===== src/rtl/legv8_control_unit_if.sv =====
// Control-word bundle between the LEGv8 controller and the datapath core.
interface legv8_ctrl_if;
  logic [31:0] IR_out;
  logic [3:0]  status;
  logic        w_reg;
  logic        C0;
  logic        mem_cs;
  logic        mem_write_en;
  logic        IR_load;
  logic        status_load;
  logic        PC_sel;
  logic        B_Sel;
  logic [31:0] k;
  logic [4:0]  FS;
  logic [1:0]  PC_FS;
  logic [1:0]  size;
  logic [4:0]  SA;
  logic [4:0]  SB;
  logic [4:0]  DA;
  logic        add_tri_sel;
  logic [1:0]  data_tri_sel;
  logic        halted;

  modport master (
    input  IR_out, status,
    output w_reg, C0, mem_cs, mem_write_en, IR_load, status_load, PC_sel, B_Sel,
           k, FS, PC_FS, size, SA, SB, DA, add_tri_sel, data_tri_sel, halted
  );

  modport slave (
    output IR_out, status,
    input  w_reg, C0, mem_cs, mem_write_en, IR_load, status_load, PC_sel, B_Sel,
           k, FS, PC_FS, size, SA, SB, DA, add_tri_sel, data_tri_sel, halted
  );
endinterface


===== src/rtl/legv8_control_unit.sv =====
// Multi-cycle LEGv8 controller: fetch/exec/branch/halt FSM driving the datapath control word.
module legv8_control_unit #(
  parameter int unsigned MEM_WAIT = 0,
  parameter logic [4:0]  FS_AND   = 5'b00000,
  parameter logic [4:0]  FS_ORR   = 5'b00100,
  parameter logic [4:0]  FS_ADD   = 5'b01000,
  parameter logic [4:0]  FS_SUB   = 5'b01001
) (
  input  logic         clock,
  input  logic         reset,
  legv8_ctrl_if.master bus
);

  localparam int unsigned WCW = (MEM_WAIT > 0) ? $clog2(MEM_WAIT + 1) : 1;

  localparam logic [10:0] OP_ADD  = 11'b10001011000;
  localparam logic [10:0] OP_SUB  = 11'b11001011000;
  localparam logic [10:0] OP_AND  = 11'b10001010000;
  localparam logic [10:0] OP_ORR  = 11'b10101010000;
  localparam logic [10:0] OP_LDUR = 11'b11111000010;
  localparam logic [10:0] OP_STUR = 11'b11111000000;
  localparam logic [9:0]  OP_ADDI = 10'b1001000100;
  localparam logic [9:0]  OP_SUBI = 10'b1101000100;
  localparam logic [7:0]  OP_BC   = 8'b01010100;
  localparam logic [7:0]  OP_CBZ  = 8'b10110100;
  localparam logic [7:0]  OP_CBNZ = 8'b10110101;
  localparam logic [5:0]  OP_B    = 6'b000101;

  typedef enum logic [1:0] {S_FETCH, S_EXEC, S_BRANCH, S_HALT} state_e;

  state_e           state_q, state_d;
  logic [WCW-1:0]   wcnt_q, wcnt_d;
  logic             last;

  logic [31:0] ir;
  logic [31:0] k_i12, k_d9, k_b26, k_c19;

  logic        w_reg_c, c0_c, mem_cs_c, mem_we_c, ir_load_c, status_load_c, pc_sel_c, b_sel_c;
  logic [31:0] k_c;
  logic [4:0]  fs_c, sa_c, sb_c, da_c;
  logic [1:0]  pc_fs_c, dts_c;
  logic        ats_c, halted_c;

  // Condition-code evaluation against {V,C,N,Z}; odd codes invert, except 1111 which is always.
  function automatic logic cond_met(input logic [3:0] cc, input logic [3:0] st);
    logic r;
    r = 1'b0;
    case (cc[3:1])
      3'b000: r = st[0];
      3'b001: r = st[2];
      3'b010: r = st[1];
      3'b011: r = st[3];
      3'b100: r = st[2] & ~st[0];
      3'b101: r = (st[1] == st[3]);
      3'b110: r = ~st[0] & (st[1] == st[3]);
      3'b111: r = 1'b1;
      default: r = 1'b0;
    endcase
    if (cc[0] && (cc[3:1] != 3'b111)) r = ~r;
    return r;
  endfunction

  assign ir    = bus.IR_out;
  assign last  = (wcnt_q == WCW'(MEM_WAIT));
  assign k_i12 = {20'd0, ir[21:10]};
  assign k_d9  = {{23{ir[20]}}, ir[20:12]};
  // Branch offsets subtract 4 because FETCH has already advanced the PC.
  assign k_b26 = ({{6{ir[25]}}, ir[25:0]} << 2) - 32'd4;
  assign k_c19 = ({{13{ir[23]}}, ir[23:5]} << 2) - 32'd4;

  always_ff @(posedge clock or negedge reset) begin
    if (!reset) begin
      state_q <= S_FETCH;
      wcnt_q  <= '0;
    end else begin
      state_q <= state_d;
      wcnt_q  <= wcnt_d;
    end
  end

  always_comb begin
    state_d       = state_q;
    wcnt_d        = wcnt_q;
    w_reg_c       = 1'b0;
    c0_c          = 1'b0;
    mem_cs_c      = 1'b0;
    mem_we_c      = 1'b0;
    ir_load_c     = 1'b0;
    status_load_c = 1'b0;
    pc_sel_c      = 1'b0;
    b_sel_c       = 1'b0;
    k_c           = 32'd0;
    fs_c          = FS_AND;
    sa_c          = 5'd0;
    sb_c          = 5'd0;
    da_c          = 5'd0;
    pc_fs_c       = 2'b00;
    dts_c         = 2'd0;
    ats_c         = 1'b1;
    halted_c      = 1'b0;

    case (state_q)
      S_FETCH: begin
        mem_cs_c = 1'b1;
        dts_c    = 2'd3;
        if (last) begin
          ir_load_c = 1'b1;
          pc_fs_c   = 2'b01;
          state_d   = S_EXEC;
        end else begin
          wcnt_d = wcnt_q + WCW'(1);
        end
      end

      S_EXEC: begin
        if (ir[31:21] == OP_ADD || ir[31:21] == OP_SUB ||
            ir[31:21] == OP_AND || ir[31:21] == OP_ORR) begin
          sa_c    = ir[9:5];
          sb_c    = ir[20:16];
          da_c    = ir[4:0];
          w_reg_c = 1'b1;
          c0_c    = (ir[31:21] == OP_SUB);
          fs_c    = (ir[31:21] == OP_AND) ? FS_AND :
                    (ir[31:21] == OP_ORR) ? FS_ORR :
                    (ir[31:21] == OP_SUB) ? FS_SUB : FS_ADD;
          state_d = S_FETCH;
        end else if (ir[31:22] == OP_ADDI || ir[31:22] == OP_SUBI) begin
          sa_c    = ir[9:5];
          da_c    = ir[4:0];
          b_sel_c = 1'b1;
          k_c     = k_i12;
          w_reg_c = 1'b1;
          c0_c    = (ir[31:22] == OP_SUBI);
          fs_c    = (ir[31:22] == OP_SUBI) ? FS_SUB : FS_ADD;
          state_d = S_FETCH;
        end else if (ir[31:21] == OP_LDUR || ir[31:21] == OP_STUR) begin
          sa_c     = ir[9:5];
          b_sel_c  = 1'b1;
          k_c      = k_d9;
          fs_c     = FS_ADD;
          ats_c    = 1'b0;
          mem_cs_c = 1'b1;
          if (ir[31:21] == OP_LDUR) begin
            dts_c   = 2'd3;
            da_c    = ir[4:0];
            w_reg_c = last;
          end else begin
            dts_c    = 2'd1;
            sb_c     = ir[4:0];
            mem_we_c = last;
          end
          if (last) state_d = S_FETCH;
          else      wcnt_d  = wcnt_q + WCW'(1);
        end else if (ir[31:26] == OP_B) begin
          pc_sel_c = 1'b1;
          pc_fs_c  = 2'b10;
          k_c      = k_b26;
          state_d  = S_FETCH;
        end else if (ir[31:24] == OP_BC) begin
          if (cond_met(ir[3:0], bus.status)) begin
            pc_fs_c = 2'b10;
            k_c     = k_c19;
          end
          state_d = S_FETCH;
        end else if (ir[31:24] == OP_CBZ || ir[31:24] == OP_CBNZ) begin
          // Test Rt through the ALU; this overwrites the flags.
          sa_c          = ir[4:0];
          b_sel_c       = 1'b1;
          fs_c          = FS_ADD;
          status_load_c = 1'b1;
          state_d       = S_BRANCH;
        end else begin
          state_d = S_HALT;
        end
      end

      S_BRANCH: begin
        if (bus.status[0] ^ ir[24]) begin
          pc_fs_c = 2'b10;
          k_c     = k_c19;
        end
        state_d = S_FETCH;
      end

      S_HALT: halted_c = 1'b1;

      default: state_d = S_HALT;
    endcase

    if (state_d != state_q) wcnt_d = '0;
  end

  // Every output is forced low while reset is held, including mid-access.
  assign bus.w_reg        = reset & w_reg_c;
  assign bus.C0           = reset & c0_c;
  assign bus.mem_cs       = reset & mem_cs_c;
  assign bus.mem_write_en = reset & mem_we_c;
  assign bus.IR_load      = reset & ir_load_c;
  assign bus.status_load  = reset & status_load_c;
  assign bus.PC_sel       = reset & pc_sel_c;
  assign bus.B_Sel        = reset & b_sel_c;
  assign bus.k            = reset ? k_c     : 32'd0;
  assign bus.FS           = reset ? fs_c    : 5'd0;
  assign bus.PC_FS        = reset ? pc_fs_c : 2'd0;
  assign bus.size         = reset ? 2'b11   : 2'd0;
  assign bus.SA           = reset ? sa_c    : 5'd0;
  assign bus.SB           = reset ? sb_c    : 5'd0;
  assign bus.DA           = reset ? da_c    : 5'd0;
  assign bus.add_tri_sel  = reset & ats_c;
  assign bus.data_tri_sel = reset ? dts_c   : 2'd0;
  assign bus.halted       = reset & halted_c;

endmodule


===== src/flat_wrapper.sv =====
// flat-port wrapper written by rule: the top's interface ports become plain ports
module legv8_control_unit_flat 
#(
  parameter int unsigned MEM_WAIT = 0,
  parameter logic [4:0]  FS_AND   = 5'b00000,
  parameter logic [4:0]  FS_ORR   = 5'b00100,
  parameter logic [4:0]  FS_ADD   = 5'b01000,
  parameter logic [4:0]  FS_SUB   = 5'b01001
)
  (clock, reset, bus_IR_out, bus_status, bus_w_reg, bus_C0, bus_mem_cs, bus_mem_write_en, bus_IR_load, bus_status_load, bus_PC_sel, bus_B_Sel, bus_k, bus_FS, bus_PC_FS, bus_size, bus_SA, bus_SB, bus_DA, bus_add_tri_sel, bus_data_tri_sel, bus_halted);
  legv8_ctrl_if bus_i ();
  input  logic clock;
  input  logic reset;
  input wire logic [$bits(bus_i.IR_out)-1:0] bus_IR_out;
  input wire logic [$bits(bus_i.status)-1:0] bus_status;
  output wire logic [$bits(bus_i.w_reg)-1:0] bus_w_reg;
  output wire logic [$bits(bus_i.C0)-1:0] bus_C0;
  output wire logic [$bits(bus_i.mem_cs)-1:0] bus_mem_cs;
  output wire logic [$bits(bus_i.mem_write_en)-1:0] bus_mem_write_en;
  output wire logic [$bits(bus_i.IR_load)-1:0] bus_IR_load;
  output wire logic [$bits(bus_i.status_load)-1:0] bus_status_load;
  output wire logic [$bits(bus_i.PC_sel)-1:0] bus_PC_sel;
  output wire logic [$bits(bus_i.B_Sel)-1:0] bus_B_Sel;
  output wire logic [$bits(bus_i.k)-1:0] bus_k;
  output wire logic [$bits(bus_i.FS)-1:0] bus_FS;
  output wire logic [$bits(bus_i.PC_FS)-1:0] bus_PC_FS;
  output wire logic [$bits(bus_i.size)-1:0] bus_size;
  output wire logic [$bits(bus_i.SA)-1:0] bus_SA;
  output wire logic [$bits(bus_i.SB)-1:0] bus_SB;
  output wire logic [$bits(bus_i.DA)-1:0] bus_DA;
  output wire logic [$bits(bus_i.add_tri_sel)-1:0] bus_add_tri_sel;
  output wire logic [$bits(bus_i.data_tri_sel)-1:0] bus_data_tri_sel;
  output wire logic [$bits(bus_i.halted)-1:0] bus_halted;
  assign bus_i.IR_out = bus_IR_out;
  assign bus_i.status = bus_status;
  assign bus_w_reg = bus_i.w_reg;
  assign bus_C0 = bus_i.C0;
  assign bus_mem_cs = bus_i.mem_cs;
  assign bus_mem_write_en = bus_i.mem_write_en;
  assign bus_IR_load = bus_i.IR_load;
  assign bus_status_load = bus_i.status_load;
  assign bus_PC_sel = bus_i.PC_sel;
  assign bus_B_Sel = bus_i.B_Sel;
  assign bus_k = bus_i.k;
  assign bus_FS = bus_i.FS;
  assign bus_PC_FS = bus_i.PC_FS;
  assign bus_size = bus_i.size;
  assign bus_SA = bus_i.SA;
  assign bus_SB = bus_i.SB;
  assign bus_DA = bus_i.DA;
  assign bus_add_tri_sel = bus_i.add_tri_sel;
  assign bus_data_tri_sel = bus_i.data_tri_sel;
  assign bus_halted = bus_i.halted;
  legv8_control_unit #(.MEM_WAIT(MEM_WAIT), .FS_AND(FS_AND), .FS_ORR(FS_ORR), .FS_ADD(FS_ADD), .FS_SUB(FS_SUB)) u_core (.clock(clock), .reset(reset), .bus(bus_i));
endmodule

===== config.mk =====
export PLATFORM = sky130hd
export DESIGN_NAME = legv8_control_unit_flat
export DESIGN_NICKNAME = d
export VERILOG_FILES = /design/src/rtl/legv8_control_unit_if.sv /design/src/rtl/legv8_control_unit.sv /design/src/flat_wrapper.sv
export SDC_FILE = /design/constraint.sdc
export NUM_CORES = 1
export LEC_CHECK = 0
export CAP_MARGIN = 10
export CORE_UTILIZATION = 45
export CTS_CLUSTER_SIZE = 28
export DETAILED_ROUTE_END_ITERATION = 7
export PLACE_DENSITY = 0.83
export SETUP_SLACK_MARGIN = 0.4
export SLEW_MARGIN = 20
export SYNTH_ARGS = -nofsm -noshare
export SYNTH_HDL_FRONTEND = slang
export SYNTH_SLANG_ARGS = --single-unit

===== constraint.sdc =====
create_clock -name clock -period 4.6 [get_ports clock]
set_input_delay 0.92 -clock clock [delete_from_list [all_inputs] [get_ports clock]]
set_output_delay 0.92 -clock clock [all_outputs]
set_load 0.005 [all_outputs]

* Word-level counts from Yosys, hierarchy flattened
Cells that the tools add are included.
** Cells by class
- Multiplexer cells :: 127
- Equal/unequal tests :: 28
- Add/subtract/negate cells :: 3
- Reduce and logical (&&, ||, !) cells :: 11
- Bitwise logic cells :: 16
** Operators by type and width (count)
- $mux 32 :: 8
- $mux 5 :: 29
- $eq 11x11->1 const B :: 6
- $pmux 32 s2 :: 1
- $mux 1 :: 61
- $mux 2 :: 21
- $sub 28x4->29 const B :: 1
- $sub 21x4->22 const B :: 1
- $eq 10x10->1 const B :: 2
- $eq 8x8->1 const B :: 2
- $and 1x1->1 :: 12
- $eq 3x3->1 const B :: 4
- $pmux 2 s3 :: 2
- $ne 3x3->1 const B :: 3
- $eq 8x7->1 const B :: 1
- $pmux 1 s8 :: 1
- $eq 3x2->1 const B :: 2
- $eq 6x3->1 const B :: 1
- $logic_or 1x1->1 :: 6
- $eq 2x2->1 const B :: 2
- $mux 4 :: 1
- $pmux 1 s2 :: 2
- $pmux 2 s2 :: 1
- $reduce_and 4->1 :: 1
- other kinds (12) :: 14
** Word-level totals
- Logic and storage cells :: 187
- Output and inout port bits :: 68
- Bits of input ports :: 38
- Register bits :: 3

* Logic depth before layout (Yosys ltp)
- Depth after elaboration :: 25
- Depth in mapped cells :: 10
- Depth with buffers taken out :: 8

* Worst setup path before layout
No wires, ideal clock.
- Path kind :: input -> output
- Start :: in bus_IR_out[23]
- End :: out bus_k[29]
- Setup slack :: 660 ps
- Stages on the path :: 7
- Arrival :: 3020 ps
- Buffers on the path :: 2
- Data required time :: 3680 ps
- Path through :: buf_2 or4_1 nor4_2 nor3_1 a31oi_1 nand2_1 buf_4
** On the way
- Cells in the longest elaborated chain, start to end :: 9
- Elaborated cells on any way between the ends :: 24
- Those cells by class :: add/sub (2); eq/ne (8); mux (9); reduce/logical (5)
** Ends and longest elaborated chain
- start: declaration :: line flat_wrapper.sv:14 : input wire logic [$bits(bus_i.IR_out)-1:0] bus_IR_out;
- $sub 21x4->22 :: line legv8_control_unit.sv:69 : assign k_c19 = ({{13{ir[23]}}, ir[23:5]} << 2) - 32'd4;
- $mux 32 :: line legv8_control_unit.sv:160 : if (cond_met(ir[3:0], bus.status)) begin
- $mux 32 :: line legv8_control_unit.sv:159 : end else if (ir[31:24] == OP_BC) begin
- $mux 32 :: line legv8_control_unit.sv:154 : end else if (ir[31:26] == OP_B) begin
- $mux 32 :: line legv8_control_unit.sv:136 : end else if (ir[31:21] == OP_LDUR || ir[31:21] == OP_STUR) begin
- $mux 32 :: line legv8_control_unit.sv:127 : end else if (ir[31:22] == OP_ADDI || ir[31:22] == OP_SUBI) begin
- $mux 32 :: line legv8_control_unit.sv:116 : if (ir[31:21] == OP_ADD || ir[31:21] == OP_SUB ||
- $pmux 32 s2 * :: line legv8_control_unit.sv:102 : case (state_q)
- $mux 32 * :: line legv8_control_unit.sv:202 : assign bus.k = reset ? k_c : 32'd0;
- end: declaration :: line flat_wrapper.sv:24 : output wire logic [$bits(bus_i.k)-1:0] bus_k;
Every way passes the cells marked *; elsewhere a longest branch is shown, timed or not.

* Worst setup path in the final report
- Start :: in bus_IR_out[4]
- End :: out bus_k[20]
** On the way
- Cells in the longest elaborated chain, start to end :: 7
** Ends and longest elaborated chain
- $sub 28x4->29 :: line legv8_control_unit.sv:68 : assign k_b26 = ({{6{ir[25]}}, ir[25:0]} << 2) - 32'd4;
- $mux 32 :: line legv8_control_unit.sv:154
- $mux 32 :: line legv8_control_unit.sv:136
- $mux 32 :: line legv8_control_unit.sv:127
- $mux 32 :: line legv8_control_unit.sv:116
- $pmux 32 s2 :: line legv8_control_unit.sv:102
- $mux 32 :: line legv8_control_unit.sv:202
No other way between the ends.

==> results.json <==
{
  "seqPwrFrac": 0.058,
  "grt_max_degree": 16,
  "worstSetupPathType": "in2out",
  "dp_hpwl_mm": 8.63,
  "rsz0062_at_grt": "yes",
  "fin_area_um2": 4820,
  "synth_edf_count": 0,
  "status": "finished clean",
  "synthMuxAreaShare": 0.0130,
  "crit_arrival_ps": 3390,
  "final_common_cell": "buf_4",
  "route.detailed.drc": 0,
  "switching_power_uw": 348,
  "leakagePower_nw": 2.14,
  "syn_to_final_growth_pct": 86.2,
  "finalHoldViolCount": 0,
  "yosysUniqueCellTypes": 66,
  "synth-simple-area-share": 0.412,
  "nNetsFinal": 633,
  "ys_seq_elements": 2,
  "crit_path_top_delay_cell": "clkdlybuf4s50_1",
  "track_usage": 0.402,
  "fin_crit_sh": 0.938,
  "antenna_cells": 0,
  "clk_latency_ps": 210,
  "die_h_um": 77.8,
  "required_ps": 3680,
  "htree_levels": 1,
  "die_x_um": 77.8,
  "synth_ff_type": "dfrtp_1",
  "cts_tree": "built",
  "reg_top3": "u_core.state_q: 2 flops",
  "avgRoutedWirePerCell_um": 19.7,
  "synth-async-reset-ratio": 1.00,
  "maxCapViolations": 0,
  "crit_chain": "clkdlybuf4s50_1, buf_4, nor4b_1, buf_4, nand3_1, or3_1, a21oi_1, o21ai_0, a31oi_1, buf_2",
  "ios": 106,
  "top_register": "u_core.state_q",
  "yosys.area_share.xor_xnor": 0.125,
  "slowest_delay_ps": 450,
  "wl_mm": 13.0,
  "synth-adder-area-share": 0.0387,
  "start_util": 0.467,
  "seq_area_frac_synth": 0.0193,
  "place.gp.congestion": 0.966,
  "synth_top_family_by_area": "simple AND/OR/NAND/NOR gates",
  "cts_buffers": 3,
  "via_per_inst": 6.37,
  "cp-start-kind": "primary input",
  "final_cell_mix": "buf_4, clkdlybuf4s50_1, nor2_1",
  "port_buffers": 103,
  "p_comb_frac": 0.839,
  "grt_pass1_vias": 4007,
  "p_per_area_nw_per_um2": 137,
  "fin_util": 0.870,
  "skew_ps": 0.872,
  "placed_cell_area_um2": 4040,
  "internal-power_uw": 312,
  "grt.overflow.total": 0,
  "yosys_warnings": 0,
  "avgSynthCellArea_um2": 6.41,
  "synth-compound-area-share": 0.269,
  "finalSetupViolCount": 0,
  "clkPwrFrac": 0.103,
  "numClockSinks": 2,
  "largest_reg_flops": 2,
  "path_common_cell": "buf_4",
  "clkSlewWorstSetupHoldPaths_ps": 30,
  "syn_inst": 404,
  "hold_class": "reg2reg",
  "ant_nets": 0,
  "drt-pass1-iter-count": 5,
  "drive_above_1_share": 0.371,
  "core_region_area_um2": 5540,
  "report.final.slew_viol_count": 0,
  "irDropWorstVdd_mv": 0.156,
  "antenna_found_initial": 0,
  "die-area_um2": 6060,
  "synthesis.area_um2": 2590,
  "vias": 4187,
  "drt_iter0_drc": 407,
  "critPathMaxFanout": 10,
  "netSwitchingFraction": 0.527,
  "finalCriticalPeriod_ps": 4310,
  "crit_path_end_kind": "primary output",
  "grt_pass1_wl_mm": 19.5,
  "clockBufferDepth": 2,
  "cts_root_buffer": "clkbuf_8",
  "num_rows": 27,
  "max_freq_mhz": 232
}
## cell type report
type / instances / area (µm²)
multi-input cells: 351 / 2720
repair buffers: 219 / 1890
fillers: 295 / 721
well taps: 72 / 90.1
flip-flops and latches: 2 / 50.0
clock buffers: 3 / 41.3
inverters: 10 / 37.5
## Yosys cell counts (3+ instances only)
cell      number  area [µm²]
nor2_1        41         154
nand2_1       38         143
nand3_1       25         125
o21ai_0       22         110
xor2_1        22         193
a21oi_1       21         105
clkbuf_1      17        63.8
a22oi_1       15         113
nor4_1        15        93.8
xnor2_1       15         131
nor3_1        13        65.1
and2_1        10        62.6
inv_1         10        37.5
buf_4          9        67.6
ha_1           8         100
a31oi_1        7        43.8
buf_2          7        35.0
clkbuf_8       7        96.3
nand4b_1       6        52.6
or2_2          6        37.5
a22o_1         5        43.8
nand4_1        5        31.3
or3_1          5        31.3
or4_1          5        37.5
o21a_1         4        30.0
o22ai_1        4        25.0
a211oi_1       3        22.5
and3_1         3        18.8
nand2b_1       3        18.8
nor2b_1        3        18.8
nor3b_1        3        22.5
nor4b_1        3        26.3
o211ai_1       3        22.5
## power by group through the flow
stage                     registers, mW  logic (mW)  clock network, mW
after floorplan                  0.0355       0.258                  0
after global placement           0.0370       0.463                  0
after detailed placement         0.0380       0.475                  0
after CTS                        0.0385       0.494             0.0683
after global routing             0.0391       0.583             0.0729
final                            0.0384       0.554             0.0679
## metal layers
| layer | wire, µm | share of wire | vias up | global-route usage |
|---|---|---|---|---|
| li1 | - | - | 1855 | - |
| met1 | 4840 | 0.37 | 1918 | 0.469 |
| met2 | 6200 | 0.48 | 342 | 0.704 |
| met3 | 1330 | 0.10 | 72 | 0.0776 |
| met4 | 578 | 0.045 | 0 | 0.179 |
| met5 | 0 | 0 | - | 0 |
## through the flow
stage	hold WS, ps	cells	setup TNS, ps	total power [mW]	worst slack (ps)
5_1_grt	619	657	0	0.695	272
6_report	603	657	0	0.660	287
3_5_place_dp	593	618	-3350	0.513	-251
2_1_floorplan	558	405	0	0.293	660
4_1_cts	608	649	0	0.601	338
3_3_place_gp	585	618	-2210	0.500	-181
## worst max-delay path, delay by kind of cell
| family | cells | cell delay (ps) |
|---|---|---|
| and+or+nand+nor | 3 | 940 |
| buffers and inverters | 4 | 1020 |
| AOI/OAI and AO/OA | 3 | 520 |
## final timing paths
check / from / to / slack, ps / cells after the start
min in group asynchronous: reset / u_core.state_q[0] / 1140 / 2
worst min-delay path: u_core.state_q[1] / u_core.state_q[1] / 600 / 1
max in group asynchronous: reset / u_core.state_q[1] / 3310 / 2
worst max register to register: u_core.state_q[1] / u_core.state_q[0] / 2630 / 7
worst max-delay path: bus_IR_out[4] / bus_k[20] / 290 / 10
worst min register to register: u_core.state_q[1] / u_core.state_q[1] / 600 / 1
## kinds of logic (layout without fill, tap and decap cells)
family                   Yosys count  count (layout)
multiplexers                       2               2
adder cells (fa/ha/maj)            8               8
buffers and inverters             52             232
other                              1               2
flip-flops                         2               2
AO/OA/AOI/OAI                    105             105
XOR/XNOR                          37              37
AND/OR/NAND/NOR                  197             197
## timing repair
action / 4_1_cts / 5_1_grt
hold buffers: 0 / 0
pin swaps: 38 / 37
setup buffers: 27 / 8
gates resized for setup: 152 / 74
gates cloned: 1 / 0
setup endpoints to repair: 59 / 48
(Power assumes the default switching activity.)
